## config.mk

```make
export PLATFORM = sky130hd
export DESIGN_NAME = ysyx_25070198_mem_arbiter_flat
export DESIGN_NICKNAME = d
export VERILOG_FILES = /design/src/rtl/ysyx_25070198_mem_arbiter_if.sv /design/src/rtl/ysyx_25070198_mem_arbiter.sv /design/src/flat_wrapper.sv
export SDC_FILE = /design/constraint.sdc
export NUM_CORES = 1
export LEC_CHECK = 0
export ABC_AREA = 0
export CAP_MARGIN = 15
export CORE_MARGIN = 2
export CORE_UTILIZATION = 36
export CTS_BUF_LIST = sky130_fd_sc_hd__clkbuf_2
export CTS_CLUSTER_DIAMETER = 100
export CTS_CLUSTER_SIZE = 16
export DETAILED_ROUTE_END_ITERATION = 10
export HOLD_SLACK_MARGIN = 0.02
export PLACE_DENSITY = 0.83
export SYNTH_ARGS = -nofsm -noshare
export SYNTH_HDL_FRONTEND = slang
export SYNTH_SLANG_ARGS = --single-unit
```

## constraint.sdc

```tcl
create_clock -name clk -period 4.3 [get_ports clk]
set_input_delay 0.43 -clock clk [delete_from_list [all_inputs] [get_ports clk]]
set_output_delay 0.43 -clock clk [all_outputs]
set_load 0.01 [all_outputs]
```

## src/rtl/ysyx_25070198_mem_arbiter_if.sv

```systemverilog
// Bundle of the IFU/LSU SimpleBus request/response pairs and the shared memory port.
// The arbiter uses the slave modport; the environment (requesters + memory) uses master.
interface ysyx_25070198_mem_arbiter_if #(
  parameter int ADDR_W = 32,
  parameter int DATA_W = 32
);
  logic              ifu_reqValid;
  logic              ifu_reqReady;
  logic [ADDR_W-1:0] ifu_raddr;
  logic              ifu_respValid;
  logic [DATA_W-1:0] ifu_rdata;

  logic              lsu_reqValid;
  logic              lsu_reqReady;
  logic [ADDR_W-1:0] lsu_addr;
  logic              lsu_wen;
  logic [DATA_W-1:0] lsu_wdata;
  logic [3:0]        lsu_wmask;
  logic              lsu_respValid;
  logic [DATA_W-1:0] lsu_rdata;

  logic              bus_err;

  logic              mem_reqValid;
  logic              mem_reqReady;
  logic [ADDR_W-1:0] mem_addr;
  logic              mem_wen;
  logic [DATA_W-1:0] mem_wdata;
  logic [3:0]        mem_wmask;
  logic              mem_respValid;
  logic [DATA_W-1:0] mem_rdata;

  modport slave (
    input  ifu_reqValid, ifu_raddr,
    input  lsu_reqValid, lsu_addr, lsu_wen, lsu_wdata, lsu_wmask,
    input  mem_reqReady, mem_respValid, mem_rdata,
    output ifu_reqReady, ifu_respValid, ifu_rdata,
    output lsu_reqReady, lsu_respValid, lsu_rdata,
    output bus_err,
    output mem_reqValid, mem_addr, mem_wen, mem_wdata, mem_wmask
  );

  modport master (
    output ifu_reqValid, ifu_raddr,
    output lsu_reqValid, lsu_addr, lsu_wen, lsu_wdata, lsu_wmask,
    output mem_reqReady, mem_respValid, mem_rdata,
    input  ifu_reqReady, ifu_respValid, ifu_rdata,
    input  lsu_reqReady, lsu_respValid, lsu_rdata,
    input  bus_err,
    input  mem_reqValid, mem_addr, mem_wen, mem_wdata, mem_wmask
  );
endinterface

```

## src/rtl/ysyx_25070198_mem_arbiter.sv

```systemverilog
// Round-robin IFU/LSU arbiter onto a single memory port; one transaction in flight,
// error completion when the slave does not respond within TIMEOUT WAIT cycles.
module ysyx_25070198_mem_arbiter #(
  parameter int ADDR_W  = 32,
  parameter int DATA_W  = 32,
  parameter int TIMEOUT = 255
) (
  input  logic clk,
  input  logic rst,
  ysyx_25070198_mem_arbiter_if.slave bus
);
  localparam int CNT_W = $clog2(TIMEOUT + 1);

  typedef enum logic [1:0] {IDLE, REQ, WAIT} state_t;
  typedef enum logic {M_IFU, M_LSU} master_t;

  state_t            state, state_nxt;
  master_t           owner, last_grant, winner;
  logic              grant;
  logic [CNT_W-1:0]  cnt;
  logic              timeout_hit;
  logic [ADDR_W-1:0] addr_q;
  logic              wen_q;
  logic [DATA_W-1:0] wdata_q;
  logic [3:0]        wmask_q;

  assign timeout_hit = (cnt == CNT_W'(TIMEOUT - 1));

  // Round-robin: on a tie the requester that did not win last time goes.
  always_comb begin
    grant  = bus.ifu_reqValid | bus.lsu_reqValid;
    winner = M_IFU;
    if (bus.ifu_reqValid && bus.lsu_reqValid)
      winner = (last_grant == M_LSU) ? M_IFU : M_LSU;
    else if (bus.lsu_reqValid)
      winner = M_LSU;
  end

  always_ff @(posedge clk or posedge rst) begin
    if (rst) begin
      state      <= IDLE;
      owner      <= M_IFU;
      last_grant <= M_LSU;
      cnt        <= '0;
      addr_q     <= '0;
      wen_q      <= 1'b0;
      wdata_q    <= '0;
      wmask_q    <= 4'h0;
    end else begin
      state <= state_nxt;
      if (state == IDLE && grant) begin
        owner      <= winner;
        last_grant <= winner;
        if (winner == M_IFU) begin
          addr_q  <= bus.ifu_raddr;
          wen_q   <= 1'b0;
          wdata_q <= '0;
          wmask_q <= 4'h0;
        end else begin
          addr_q  <= bus.lsu_addr;
          wen_q   <= bus.lsu_wen;
          wdata_q <= bus.lsu_wdata;
          wmask_q <= bus.lsu_wmask;
        end
      end
      if (state == REQ)
        cnt <= '0;
      else if (state == WAIT && cnt != '1)
        cnt <= cnt + 1'b1;
    end
  end

  assign bus.mem_addr  = addr_q;
  assign bus.mem_wen   = wen_q;
  assign bus.mem_wdata = wdata_q;
  assign bus.mem_wmask = wmask_q;

  // Everything is gated by rst so an in-flight request drops the moment reset rises.
  always_comb begin
    state_nxt         = state;
    bus.ifu_reqReady  = 1'b0;
    bus.lsu_reqReady  = 1'b0;
    bus.ifu_respValid = 1'b0;
    bus.lsu_respValid = 1'b0;
    bus.ifu_rdata     = '0;
    bus.lsu_rdata     = '0;
    bus.bus_err       = 1'b0;
    bus.mem_reqValid  = 1'b0;
    if (!rst) begin
      case (state)
        IDLE: if (grant) begin
          state_nxt = REQ;
          if (winner == M_IFU) bus.ifu_reqReady = 1'b1;
          else                 bus.lsu_reqReady = 1'b1;
        end
        REQ: begin
          bus.mem_reqValid = 1'b1;
          if (bus.mem_reqReady) state_nxt = WAIT;
        end
        WAIT: if (bus.mem_respValid || timeout_hit) begin
          state_nxt   = IDLE;
          bus.bus_err = ~bus.mem_respValid;
          if (owner == M_IFU) begin
            bus.ifu_respValid = 1'b1;
            bus.ifu_rdata     = bus.mem_respValid ? bus.mem_rdata : '0;
          end else begin
            bus.lsu_respValid = 1'b1;
            bus.lsu_rdata     = bus.mem_respValid ? bus.mem_rdata : '0;
          end
        end
        default: state_nxt = IDLE;
      endcase
    end
  end
endmodule

```

## src/flat_wrapper.sv

```systemverilog
// flat-port wrapper written by rule: the top's interface ports become plain ports
module ysyx_25070198_mem_arbiter_flat 
#(
  parameter int ADDR_W  = 32,
  parameter int DATA_W  = 32,
  parameter int TIMEOUT = 255
)
  (clk, rst, bus_ifu_reqValid, bus_ifu_raddr, bus_lsu_reqValid, bus_lsu_addr, bus_lsu_wen, bus_lsu_wdata, bus_lsu_wmask, bus_mem_reqReady, bus_mem_respValid, bus_mem_rdata, bus_ifu_reqReady, bus_ifu_respValid, bus_ifu_rdata, bus_lsu_reqReady, bus_lsu_respValid, bus_lsu_rdata, bus_bus_err, bus_mem_reqValid, bus_mem_addr, bus_mem_wen, bus_mem_wdata, bus_mem_wmask);
  ysyx_25070198_mem_arbiter_if #(.ADDR_W(ADDR_W), .DATA_W(DATA_W)) bus_i ();
  input  logic clk;
  input  logic rst;
  input wire logic [$bits(bus_i.ifu_reqValid)-1:0] bus_ifu_reqValid;
  input wire logic [$bits(bus_i.ifu_raddr)-1:0] bus_ifu_raddr;
  input wire logic [$bits(bus_i.lsu_reqValid)-1:0] bus_lsu_reqValid;
  input wire logic [$bits(bus_i.lsu_addr)-1:0] bus_lsu_addr;
  input wire logic [$bits(bus_i.lsu_wen)-1:0] bus_lsu_wen;
  input wire logic [$bits(bus_i.lsu_wdata)-1:0] bus_lsu_wdata;
  input wire logic [$bits(bus_i.lsu_wmask)-1:0] bus_lsu_wmask;
  input wire logic [$bits(bus_i.mem_reqReady)-1:0] bus_mem_reqReady;
  input wire logic [$bits(bus_i.mem_respValid)-1:0] bus_mem_respValid;
  input wire logic [$bits(bus_i.mem_rdata)-1:0] bus_mem_rdata;
  output wire logic [$bits(bus_i.ifu_reqReady)-1:0] bus_ifu_reqReady;
  output wire logic [$bits(bus_i.ifu_respValid)-1:0] bus_ifu_respValid;
  output wire logic [$bits(bus_i.ifu_rdata)-1:0] bus_ifu_rdata;
  output wire logic [$bits(bus_i.lsu_reqReady)-1:0] bus_lsu_reqReady;
  output wire logic [$bits(bus_i.lsu_respValid)-1:0] bus_lsu_respValid;
  output wire logic [$bits(bus_i.lsu_rdata)-1:0] bus_lsu_rdata;
  output wire logic [$bits(bus_i.bus_err)-1:0] bus_bus_err;
  output wire logic [$bits(bus_i.mem_reqValid)-1:0] bus_mem_reqValid;
  output wire logic [$bits(bus_i.mem_addr)-1:0] bus_mem_addr;
  output wire logic [$bits(bus_i.mem_wen)-1:0] bus_mem_wen;
  output wire logic [$bits(bus_i.mem_wdata)-1:0] bus_mem_wdata;
  output wire logic [$bits(bus_i.mem_wmask)-1:0] bus_mem_wmask;
  assign bus_i.ifu_reqValid = bus_ifu_reqValid;
  assign bus_i.ifu_raddr = bus_ifu_raddr;
  assign bus_i.lsu_reqValid = bus_lsu_reqValid;
  assign bus_i.lsu_addr = bus_lsu_addr;
  assign bus_i.lsu_wen = bus_lsu_wen;
  assign bus_i.lsu_wdata = bus_lsu_wdata;
  assign bus_i.lsu_wmask = bus_lsu_wmask;
  assign bus_i.mem_reqReady = bus_mem_reqReady;
  assign bus_i.mem_respValid = bus_mem_respValid;
  assign bus_i.mem_rdata = bus_mem_rdata;
  assign bus_ifu_reqReady = bus_i.ifu_reqReady;
  assign bus_ifu_respValid = bus_i.ifu_respValid;
  assign bus_ifu_rdata = bus_i.ifu_rdata;
  assign bus_lsu_reqReady = bus_i.lsu_reqReady;
  assign bus_lsu_respValid = bus_i.lsu_respValid;
  assign bus_lsu_rdata = bus_i.lsu_rdata;
  assign bus_bus_err = bus_i.bus_err;
  assign bus_mem_reqValid = bus_i.mem_reqValid;
  assign bus_mem_addr = bus_i.mem_addr;
  assign bus_mem_wen = bus_i.mem_wen;
  assign bus_mem_wdata = bus_i.mem_wdata;
  assign bus_mem_wmask = bus_i.mem_wmask;
  ysyx_25070198_mem_arbiter #(.ADDR_W(ADDR_W), .DATA_W(DATA_W), .TIMEOUT(TIMEOUT)) u_core (.clk(clk), .rst(rst), .bus(bus_i));
endmodule
```

==> metrics.md, run 1 <==
| Metric | Value |
|---|---|
| Outcome | `complete, no violations` |
| EDFF count, synth | `0` |
| Layout cells sized above 1 | `under 10%` |
| Post-synthesis cell area | `0.00390 mm2` |
| Total grt overflow | `0` |
| Initial antenna violation count | `0` |
| Hold Vio Cnt, Final | `0` |
| Reg-to-reg endpoint | `u_core.bus.mem_addr[8]$_DFFE_PP0P_` |
| Asr flop ratio synth | `100%` |
| Worst r2r path cells | `5` |
| Leakage | `about 2.8 nW` |
| Worst path required time | `roughly 3900 ps` |
| Critical path depth | `4` |
| Die Height | `108 um` |
| Post-route antenna net violation count | `0` |
| Max stage delay cell, worst path | `or3_1` |
| Slew at the pin with the worst max-slew slack | `around 1100 ps` |
| Initial Utilization | `~37%` |
| Clk_lat worst skew | `540 ps` |
| Power density over the cells | `around 540 mW/mm2` |
| Crit path capture type | `output port` |
| Clock Power Share | `a little under an eighth` |
| Primary FF master, synth | `dfrtp_1` |
| Clock buffer depth | `2` |
| CP Cell Sequence | `nand2b_1, or3_1, nor2_1, clkdlybuf4s50_1` |
| Crit Path Class | `reg -> out` |
| Max Clk Rate | `between 200 and 300 MHz` |
| R2R Setup Slk | `about 2000 ps` |
| Internal power | `roughly 2.3 mW` |
| CP Max Fanout | `33` |
| Post-DP HPWL | `roughly 11 mm` |
| Arrival time at the worst endpoint | `between 2000 and 3000 ps` |
| Comb pwr share | `a little over half` |
| Final slew viol count | `0` |
| Sw Share | `36.7%` |
| I/O pin cnt | `278` |
| Post-CTS Hold Buffers | `0` |
| Vias in the first global route | `between 4k and 5k` |
| Area grow syn2layout | `76.3%` |
| Final setup viols | `0` |
| Family with the most delay on the worst path | `simple AND/OR/NAND/NOR gates` |
| Area after DPL | `0.00673 mm2` |
| Rows | `37` |
| Post-cts resize count | `0` |
| Register area share after synthesis | `a little over half` |
| Final period util | `slightly below 80%` |
| Drt wl/cell | `17.9 um` |
| Cell Count, Final, Fillers Out | `between 700 and 800` |
| Worst setup path endpoint | `bus_ifu_rdata[19]` |
| Multi-input gate area | `approximately 0.0017 mm2` |
| Num CTS Buffers | `9` |
| Clock transition at the registers of the reported paths | `240 ps` |
| Slew HR | `25.6%` |
| Max cap viols | `0` |
| Gpl congestion | `0.902` |
| Fraction of power consumed by sequential logic | `a little over a third` |
| Worst setup SP type | `flip-flop` |
| WP buf/inv | `1` |
| # DRC | `0` |
| #FFs+latches synth | `81` |
| WL final | `14.1 mm` |
| Htree depth | `3` |
| Worst Setup SP | `u_core.state[1]$_DFFE_PP0P_` |
| Drt initial violations | `303` |
| Distinct cells, synth | `37` |
| Fillcell total | `around 840` |
| Worst Skew | `45.8 ps` |
| Die width | `108 um` |
| Psw | `1.35 mW` |
| Clock Sinks | `81` |
| Mapped Nets | `around 530` |
| RSZ-0062 raised after global routing | `false` |
| Final TNS setup | `0 ps` |
| # port buffers | `277` |
| Die area | `between 0.01 and 0.015 mm2` |
| Largest net degree at the start of global routing | `between 70 and 80` |
| Placed Cells | `a little under 800` |
| CTS root buffer | `clkbuf_2` |
| # Post-CTS Setup Buffers | `0` |
| First-pass GRT wire length | `approximately 21 mm` |
| GRT Overall Usage | `between 20% and 30%` |
| Drt via density | `approximately 5.3` |
| Nets | `just under 800` |
| HP Class | `in -> async` |
| Register area | `a little over 0.002 mm2` |
| Max IR drop VDD | `0.000317 V` |
| Cells after synthesis | `390` |
| Worst path max stage delay | `760 ps` |
| CTS tree | `yes` |
| Vias | `around 4.2k` |
| Syn Area/Cell | `~10 um2` |
| TritonRoute pass-1 iters | `6` |
| Crit path time final | `3420 ps` |
| Tot Pwr | `about 3.7 mW` |
| Core Box Area | `0.0104 mm2` |
| Post-layout instance area | `a little under 0.007 mm2` |
| R2R Path Start | `u_core.state[1]$_DFFE_PP0P_` |
| Yosys warns | `0` |
[logic make-up after synthesis]
kind of cell / after synthesis / share of synthesized area [%]
AND/OR/NAND/NOR: 138 / 15.2
AO/OA/AOI/OAI: 126 / 27.4
buffers and inverters: 43 / 4.69
flip-flops: 81 / 52.1
adder cells (fa/ha/maj): 2 / 0.642
[worst min-delay path by stage]
stage / endpoint / slack (ps) / depth (start not counted)
after detailed placement: u_core.owner$_DFFE_PP0P_ / 490 / 1
after global placement: u_core.owner$_DFFE_PP0P_ / 480 / 1
after floorplan: u_core.owner$_DFFE_PP0P_ / 470 / 1
after global routing: u_core.bus.mem_wdata[24]$_DFFE_PP0P_ / 380 / 2
final: u_core.bus.mem_addr[3]$_DFFE_PP0P_ / 440 / 3
after CTS: u_core.bus.mem_wdata[24]$_DFFE_PP0P_ / 420 / 2
[power by group through the flow]
| stage | sequential (mW) | clock (mW) | combinational (mW) |
|---|---|---|---|
| after floorplan | 1.44 | 0 | 0.810 |
| after global placement | 1.32 | 0 | 1.92 |
| after detailed placement | 1.33 | 0 | 1.96 |
| after CTS | 1.32 | 0.431 | 1.96 |
| after global routing | 1.37 | 0.469 | 2.08 |
| final | 1.32 | 0.424 | 1.95 |
[layout by cell type, fill, tap and decap left out, types with 4 or more instances in the layout]
cell | synthesis | final
a22o_1 | 37 | 37
a221o_1 | 33 | 33
clkdlybuf4s50_1 | 0 | 277
nor2_1 | 69 | 69
nand3_1 | 4 | 4
dfrtp_1 | 80 | 80
buf_4 | 0 | 7
a31oi_1 | 4 | 4
nand2_1 | 40 | 40
clkbuf_2 | 0 | 9
a21boi_0 | 32 | 32
inv_1 | 5 | 4
[sequential cells by signal, summed over array words and instances (netlist names)]
register	cells
u_core.bus.mem_wdata	32
u_core.bus.mem_addr	32
u_core.bus.mem_wen	1
u_core.owner	1
u_core.cnt	8
u_core.state	2
u_core.last_grant	1
u_core.bus.mem_wmask	4
[cell usage after synthesis, types with 2 or more instances]
master	n	area (um2)
nor2_1	69	259
dfrtp_1	80	2000
a311o_1	2	20.0
a21o_1	2	15.0
a311oi_1	3	26.3
a31oi_1	4	25.0
and2_1	3	18.8
ha_1	2	25.0
nor4_1	2	12.5
nor2b_1	3	18.8
a21boi_0	32	240
nand4b_1	2	17.5
o32ai_1	2	17.5
nand3_1	4	20.0
and3_1	4	25.0
nand2b_1	3	18.8
inv_1	5	18.8
a21oi_1	3	15.0
nand2_1	40	150
buf_2	17	85.1
clkbuf_1	21	78.8
a22o_1	37	324
o21ai_0	3	15.0
a221o_1	33	330
nand4_1	2	12.5
[through the flow]
stage	utilization (%)	hold slack, ps	setup WS, ps
global placement	64.6	478	1270
detailed placement	64.6	492	1120
floorplan	-	466	747
global route	65.9	378	599
finish	66.0	444	885
CTS	65.8	422	576
[worst register-to-register path: stages (launching register included)]
cell	delay, ps
dfrtp_1	580
nor2_2	160
buf_4	330
and3_2	270
buf_4	600
a221o_1	300
[cell type report]
class | count | area share, %
Sequential cell | 81 | 29.5
Clock inverter | 7 | 1.13
Tap cell | 136 | 2.48
Timing Repair Buffer | 285 | 41.3
Clock buffer | 9 | 0.656
Multi-Input combinational cell | 266 | 24.5
Antenna cell | 1 | 0.0364
Inverter | 5 | 0.291
[per-layer routing]
layer | part of all wire (%) | wire, um | GRT usage (%) | up-vias
li1 | - | - | - | 1939
met1 | 36 | 5030 | 25.4 | 2025
met2 | 53 | 7510 | 43.3 | 221
met3 | 9.3 | 1320 | 7.53 | 18
met4 | 1.9 | 272 | 7.97 | 0
met5 | 0 | 0 | 0 | -
Note: power is estimated with default switching activity, not from simulation.
==> run 2: changes to the inputs <==
==> constraint.sdc (replaced) <==
create_clock -name clk -period 3.31 [get_ports clk]
set_input_delay 0.331 -clock clk [delete_from_list [all_inputs] [get_ports clk]]
set_output_delay 0.331 -clock clk [all_outputs]
set_load 0.01 [all_outputs]
==> run 2 against run 1 <==
  * Hold slack worse by 54 ps
  * Die area unchanged
  * Critical path depth unchanged
  * Core utilization up 0.17 points
  * Total power up 32%
  * Clock skew up 5.2 ps
  * First-iteration DRC count up 17%
  * Register-to-register slack worse by 710 ps
  * Clock-buffer cell count unchanged
  * Setup slack worse by 560 ps
  * Clock power up 41%
  * Flip-flop and latch count unchanged
==> metrics.md, run 2 (synthesis results as in run 1) <==
| Metric | Value |
|---|---|
| Leakage | `2.79 nW (was 2.78 nW)` |
| Hold path cells | `2` |
| Crit Path Class | `reg -> out (unchanged)` |
| Core Box Area | `0.0104 mm2 (unchanged)` |
| Nets | `790 (was 789)` |
| Drt wl/cell | `17.7 um (was 17.9 um)` |
| Clock transition at the registers of the reported paths | `250 ps (was 240 ps)` |
| R2R Setup Slk | `1290 ps (was 2000 ps)` |
| Initial Utilization | `37.4% (unchanged)` |
| Final period util | `about nine tenths` |
| Reg-to-reg endpoint | `u_core.bus.mem_addr[22]$_DFFE_PP0P_ (was u_core.bus.mem_addr[8]$_DFFE_PP0P_)` |
| Crit path capture type | `output port (unchanged)` |
| Max cap viols | `0 (unchanged)` |
| HP Start | `bus_lsu_wen` |
| Rows | `37 (unchanged)` |
| Crit path time final | `roughly 3000 ps` |
| Total grt overflow | `0 (unchanged)` |
| GRT Overall Usage | `23.0% (was 23.5%)` |
| Htree depth | `3 (unchanged)` |
| Arrival time at the worst endpoint | `2650 ps (was 2990 ps)` |
| Final setup viols | `0 (unchanged)` |
| Die area | `0.0117 mm2 (unchanged)` |
| I/O pin cnt | `278 (unchanged)` |
| Worst Skew | `51.0 ps (was 45.8 ps)` |
| Worst path required time | `2980 ps (was 3870 ps)` |
| Cell Count, Final, Fillers Out | `789 (was 790)` |
| # port buffers | `277 (unchanged)` |
| Post-CTS Hold Buffers | `0 (unchanged)` |
| First-pass GRT wire length | `21.1 mm (was 21.5 mm)` |
| Drt via density | `5.35 (was 5.32)` |
| Tot Pwr | `4.86 mW (was 3.69 mW)` |
| Ant diodes | `0 (was 1)` |
| # DRC | `0 (unchanged)` |
| Worst Hold End | `u_core.bus.mem_wen$_DFFE_PP0P_` |
| CTS tree | `yes (unchanged)` |
| Post-DP HPWL | `10.6 mm (about the same)` |
| Initial antenna violation count | `0 (unchanged)` |
| Max IR drop VDD | `0.000380 V (was 0.000317 V)` |
| CTS root buffer | `clkbuf_2 (unchanged)` |
| Max Clk Rate | `approximately 340 MHz` |
| TritonRoute pass-1 iters | `5 (was 6)` |
| Multi-input gate area | `0.00169 mm2 (about the same)` |
| WL final | `13.9 mm (was 14.1 mm)` |
| HP Class | `in -> reg (was in -> async)` |
| R2R Path Start | `u_core.state[1]$_DFFE_PP0P_ (unchanged)` |
| Power density over the cells | `706 mW/mm2 (was 538 mW/mm2)` |
| Area grow syn2layout | `76.8% (was 76.3%)` |
| Commonest non-fill, non-tap cell in the layout | `clkdlybuf4s50_1 (unchanged)` |
| Most frequent cells in the layout | `clkdlybuf4s50_1 (277), dfrtp_1 (80), nor2_1 (69) (unchanged)` |
| Largest net degree at the start of global routing | `72 (unchanged)` |
| Num CTS Buffers | `9 (unchanged)` |
| Final TNS setup | `0 ps (unchanged)` |
| Slew at the pin with the worst max-slew slack | `751 ps (was 1110 ps)` |
| Gpl congestion | `0.810 (was 0.902)` |
| Grt met1 use | `24.3% (was 25.4%)` |
| Register area | `0.00203 mm2 (unchanged)` |
| Post-route antenna net violation count | `0 (unchanged)` |
| Clock buffer depth | `2 (unchanged)` |
| Outcome | `complete, no violations (unchanged)` |
| Vias in the first global route | `4211 (was 4138)` |
| Hold Vio Cnt, Final | `0 (unchanged)` |
| Clock Sinks | `81 (unchanged)` |
| Worst r2r path cells | `4 (was 5)` |
| Worst setup SP type | `flip-flop (unchanged)` |
| Drt initial violations | `355 (was 303)` |
| Placed Cells | `774 (was 772)` |
| GRT busiest layer | `met2 (unchanged)` |
| Die width | `108 um (unchanged)` |
| Clk_lat worst skew | `510 ps (was 540 ps)` |
| Vias | `4224 (was 4203)` |
| GRT met2 Usage | `43.8% (was 43.3%)` |
| Slew HR | `49.9% (was 25.6%)` |
| Fillcell total | `851 (was 835)` |
| Met3 Use GR | `5.00% (was 7.53%)` |
| Layout cells sized above 1 | `4.44% (was 4.13%)` |
| Die Height | `108 um (unchanged)` |
| Final slew viol count | `0 (unchanged)` |
| CP Max Fanout | `33 (unchanged)` |
| RSZ-0062 raised after global routing | `false (unchanged)` |
==> run 2: what timing repair did <==
action	4_1_cts	5_1_grt
setup endpoints to repair	4	32
setup buffers	0	0
resized for setup	1	1
==> run 2: worst max path at each step <==
stage                                    to  slack [ps]                         from  cells past startpoint
after floorplan           bus_lsu_rdata[22]         640                          rst                      4
after global placement     bus_ifu_rdata[3]         550                          rst                      4
after detailed placement  bus_ifu_respValid         410                          rst                      4
after CTS                 bus_ifu_respValid          60  u_core.state[0]$_DFFE_PP0P_                      4
after global routing      bus_ifu_respValid         180  u_core.state[0]$_DFFE_PP0P_                      4
final                     bus_ifu_rdata[29]         330  u_core.state[0]$_DFFE_PP0P_                      4
==> run 2: final cells by class <==
type                            count  share of cell area, %
Clock buffer                        9                  0.654
Clock inverter                      6                   1.31
Inverter                            5                  0.327
Multi-Input combinational cell    266                   24.6
Sequential cell                    81                   29.4
Tap cell                          136                   2.47
Timing Repair Buffer              286                   41.2
==> run 2: critical path: stages, from the launching register on <==
cell	delay, ps
dfrtp_1	580
nand2b_1	300
or3_4	530
nor2_1	170
clkdlybuf4s50_1	560
==> run 2: per-stage QoR <==
stage,instance area (um2),hold WS [ps],setup WS [ps],util (%)
floorplan,3900,443,636,-
global placement,6750,477,552,64.8
detailed placement,6750,491,414,64.8
CTS,6880,343,64.1,66.1
global route,6890,334,184,66.1
finish,6890,391,326,66.1
==> run 2: power breakdown <==
part / internal [mW] / leakage, nW / total [mW] / switching, mW
combinational: 1.43 / 1.67 / 2.55 / 1.12
clock: 0.250 / 0.0788 / 0.597 / 0.347
sequential: 1.43 / 1.03 / 1.72 / 0.292
total: 3.11 / 2.79 / 4.86 / 1.75
==> run 2: per-layer routing <==
metal | part of all wire, % | wire length (um) | vias to the layer above
met4 | 3.3 | 462 | 0
met2 | 53 | 7430 | 222
li1 | - | - | 1942
met1 | 35 | 4850 | 2024
met5 | 0 | 0 | -
met3 | 8.5 | 1180 | 36
